## config.mk

```make
export PLATFORM = sky130hd
export DESIGN_NAME = sync_fifo_param
export DESIGN_NICKNAME = d
export VERILOG_FILES = /design/src/rtl/sync_fifo_param.sv
export SDC_FILE = /design/constraint.sdc
export NUM_CORES = 1
export LEC_CHECK = 0
export ABC_AREA = 0
export CELL_PAD_IN_SITES_DETAIL_PLACEMENT = 1
export CELL_PAD_IN_SITES_GLOBAL_PLACEMENT = 2
export CORE_MARGIN = 5
export CORE_UTILIZATION = 48
export CTS_CLUSTER_DIAMETER = 40
export DETAILED_ROUTE_END_ITERATION = 10
export PLACE_DENSITY = 0.88
export SYNTH_ARGS = -nofsm -noshare
export SYNTH_HDL_FRONTEND = slang
export SYNTH_SLANG_ARGS = --single-unit
```

## constraint.sdc

```tcl
create_clock -name clk -period 8.95 [get_ports clk]
set_clock_uncertainty 0.1 [all_clocks]
set_input_delay 1.79 -clock clk [delete_from_list [all_inputs] [get_ports clk]]
set_output_delay 1.79 -clock clk [all_outputs]
set_load 0.05 [all_outputs]
```

## src/rtl/sync_fifo_param.sv

```systemverilog
// Parametrised single-clock FIFO with occupancy count, threshold flags,
// overflow/underflow pulses and optional first-word-fall-through read port.
module sync_fifo_param #(
    parameter int DATA_W   = 8,
    parameter int DEPTH    = 16,
    parameter int AF_LEVEL = DEPTH - 2,
    parameter int AE_LEVEL = 2,
    parameter bit FWFT     = 1'b0
) (
    input  logic                       clk,
    input  logic                       rst,
    input  logic                       w_en,
    input  logic [DATA_W-1:0]          data_in,
    input  logic                       r_en,
    output logic [DATA_W-1:0]          data_out,
    output logic                       full,
    output logic                       empty,
    output logic                       almost_full,
    output logic                       almost_empty,
    output logic [$clog2(DEPTH):0]     count,
    output logic                       overflow,
    output logic                       underflow
);

    localparam int AW = $clog2(DEPTH);
    localparam int CW = AW + 1;
    localparam logic [CW-1:0] DEPTH_C = CW'(DEPTH);
    localparam logic [CW-1:0] AF_C    = CW'(AF_LEVEL);
    localparam logic [CW-1:0] AE_C    = CW'(AE_LEVEL);

    logic [DATA_W-1:0] mem [DEPTH];
    logic [AW-1:0]     wr_ptr;
    logic [AW-1:0]     rd_ptr;
    logic [CW-1:0]     cnt;
    logic              wr_acc;
    logic              rd_acc;

    assign empty        = (cnt == '0);
    assign full         = (cnt == DEPTH_C);
    assign almost_full  = (cnt >= AF_C);
    assign almost_empty = (cnt <= AE_C);
    assign count        = cnt;

    // A pop at full frees the slot the concurrent push lands in.
    assign rd_acc = r_en && !empty;
    assign wr_acc = w_en && (!full || rd_acc);

    always_ff @(posedge clk) begin
        if (wr_acc) begin
            mem[wr_ptr] <= data_in;
        end
    end

    always_ff @(posedge clk) begin
        if (rst) begin
            wr_ptr    <= '0;
            rd_ptr    <= '0;
            cnt       <= '0;
            overflow  <= 1'b0;
            underflow <= 1'b0;
        end else begin
            if (wr_acc) begin
                wr_ptr <= wr_ptr + 1'b1;
            end
            if (rd_acc) begin
                rd_ptr <= rd_ptr + 1'b1;
            end
            unique case ({wr_acc, rd_acc})
                2'b10:   cnt <= cnt + 1'b1;
                2'b01:   cnt <= cnt - 1'b1;
                default: cnt <= cnt;
            endcase
            overflow  <= w_en && !wr_acc;
            underflow <= r_en && !rd_acc;
        end
    end

    generate
        if (FWFT) begin : g_fwft
            assign data_out = mem[rd_ptr];
        end else begin : g_std
            logic [DATA_W-1:0] rd_q;
            always_ff @(posedge clk) begin
                if (rst) begin
                    rd_q <= '0;
                end else if (rd_acc) begin
                    rd_q <= mem[rd_ptr];
                end
            end
            assign data_out = rd_q;
        end
    endgenerate

endmodule

```

==> impl_metrics.json <==
{
  "drc": 0,
  "numPortBuffers": 30,
  "yosys_warnings": 0,
  "die_width_um": 123,
  "pwr_density_cell_mw_per_mm2": 298,
  "tightest_slew_ns": 1.26,
  "critPathMaxFanout": 8,
  "dr.pass1.iters": 4,
  "core-area_mm2": 0.0126,
  "synthesis.area_mm2": 0.00614,
  "maxCapViolCount": 0,
  "setup_violations": 0,
  "n_antenna_cell": 0,
  "synth_edf_count": 128,
  "clkTransAtPathRegs_ns": 0.06,
  "p_leak_nw": 2.30,
  "synthArstFlopShare": 0,
  "crit_arrival_ns": 2.66,
  "tns_ns": 0,
  "required_ns": 7.06,
  "synth_largest_area_cell": "edfxtp_1",
  "htree_levels": 4,
  "grt_use_total": 0.202,
  "cts_tree": "done",
  "cpMaxStageDelayCell": "clkdlybuf4s50_1",
  "ant_nets": 0,
  "cts_buffers": 17,
  "grt_pass1_wl_mm": 21.7,
  "first_iter_violations": 238,
  "place_hpwl_mm": 8.75,
  "die_y_um": 123,
  "finalWeightedCongestion": 0.829,
  "grt_pass1_vias": 3685,
  "wl_mm": 13.9,
  "ioPinCount": 31,
  "reg2reg_from": "count[0]$_SDFFE_PP0P_",
  "relSlewSlack": 0.152,
  "ys_ff_latch": 151,
  "overflow": 0,
  "path_cells": "or4_1 -> nor2_1 -> clkdlybuf4s50_1",
  "period_share": 0.508,
  "slowest_delay_ns": 0.82,
  "synth.avg_cell_area_um2": 16.3,
  "grt_max_degree": 52,
  "end_kind": "output port",
  "yosysUniqueCellTypes": 45,
  "root_buffer": "clkbuf_16",
  "total_power_mw": 2.15,
  "outcome": "finished, final reports clean",
  "crit_start": "count[0]$_SDFFE_PP0P_",
  "nets": 427,
  "postLayoutSetupSlackWorst_ns": 4.40,
  "dpl_worst_slack_ns": 4.41,
  "finalHoldWorstSlack_ns": 0.395,
  "rsz0062_at_grt": "false",
  "insertion_delay_ns": 0.43,
  "cts.repair.resized": 0,
  "vdd_ir_drop_max_v": 0.000175,
  "hold_class": "reg -> reg",
  "vias": 3391,
  "ys_seq_area_frac": 0.700,
  "yosys-top-cells-area": "edfxtp_1, dfxtp_1, mux2i_1",
  "worstSetupPathType": "reg -> out",
  "cts_hold_buf": 0,
  "period_needed_ns": 4.55,
  "regToRegSetupSlack_ns": 5.43,
  "fp.dieArea_mm2": 0.0152,
  "slew_violations": 0,
  "start_util": 0.489,
  "cp-start-kind": "flip-flop",
  "hp-start": "data_out[6]$_SDFFE_PP0P_",
  "antenna_found_initial": 1,
  "finalHoldViolCount": 0,
  "syn2layout_area_growth_pct": 17.2,
  "post-cts-setup-buffer-count": 0,
  "clock_path_buffers": 2,
  "vias_per_cell": 5.74,
  "fmax_mhz": 220,
  "syn_nets": 398,
  "rows": 41,
  "ys.flop_type": "edfxtp_1",
  "clock_sinks": 151,
  "layout-drive-gt1-share": 0.136,
  "netlist.area_leader.share": 0.626,
  "syn_inst": 377,
  "wire_per_inst_um": 23.5
}
path summary, 6_finish.rpt:
path,endpoint,depth (start not counted)
min,data_out[6]$_SDFFE_PP0P_,2
min reg2reg,data_out[6]$_SDFFE_PP0P_,2
max reg2reg,count[4]$_SDFFE_PP0P_,8
max,full,3
sequential cells by signal (all words and copies together), names as in the netlist:
signal / count
mem: 128
data_out: 8
count: 5
rd_ptr: 4
wr_ptr: 4
overflow: 1
underflow: 1
worst max-delay path: cells and delay by family, from the launching register on:
| family | cells | cell delay (ns) |
|---|---|---|
| flip-flops | 1 | 0.41 |
| buffers and inverters | 1 | 0.82 |
| AND/OR/NAND/NOR | 2 | 1.01 |
area by class of cell:
type	count	area, um2
Timing Repair Buffer	33	323
Sequential cell	151	4310
Inverter	5	18.8
Clock buffer	18	429
Multi-Input combinational cell	198	1720
Fill cell	1149	5370
Clock inverter	14	196
Tap cell	172	215
power breakdown:
part | total (mW) | switching, mW | internal, mW
registers | 0.848 | 0.0394 | 0.808
logic | 0.543 | 0.351 | 0.192
clock network | 0.754 | 0.286 | 0.469
stage by stage:
stage | cells | area, um2 | utilization
after floorplan | 377 | 6140 | -
after global placement | 559 | 6580 | 0.523
after detailed placement | 559 | 6580 | 0.523
after CTS | 591 | 7200 | 0.573
after global routing | 591 | 7200 | 0.573
final | 591 | 7200 | 0.573
logic make-up after synthesis:
logic type	synth area share
and+or+nand+nor	0.0700
adders and majority gates	0.0195
xor gates and xnor gates	0.00855
AOI/OAI and AO/OA	0.0515
DFF	0.700
buffers and inverters	0.0204
muxes	0.130
per-layer routing:
| layer | GRT usage | vias up | wire, um |
|---|---|---|---|
| li1 | - | 1535 | - |
| met1 | 0.253 | 1741 | 5540 |
| met2 | 0.337 | 89 | 7220 |
| met3 | 0.0471 | 24 | 777 |
| met4 | 0.0858 | 2 | 319 |
| met5 | 0 | - | 13 |
cells in the final DEF, fill, tap and decap left out, drive strengths merged, types with 2 or more instances in the layout:
master and n:
nor3 12, dfxtp 23, a21oi 4, xnor2 4
nor4 11, mux2 2, ha 8, clkdlybuf4s50 30
or3 2, o311ai 2, nand2 8, clkbuf 18
nand2b 6, xor2 2, buf 3, nor2b 4
clkinv 4, inv 9, a21o 2, clkinvlp 2
nor2 32, nand3 4, nand3b 2, mux2i 38
a22o 8, o21ai 2, bufinv 4, edfxtp 128
o22ai 16, mux4 16
synth_stat cells, types with 5 or more instances:
library cell and count:
edfxtp_1 128, mux2i_1 36, nor2_1 32, dfxtp_1 23
mux4_2 16, o22ai_1 16, nor3_1 12, nor4_1 11
buf_2 10, a22o_1 8, clkbuf_1 8, ha_1 8
nand2_1 8, nand2b_1 6, inv_1 5
No activity file was read; power rests on OpenSTA's default activity.
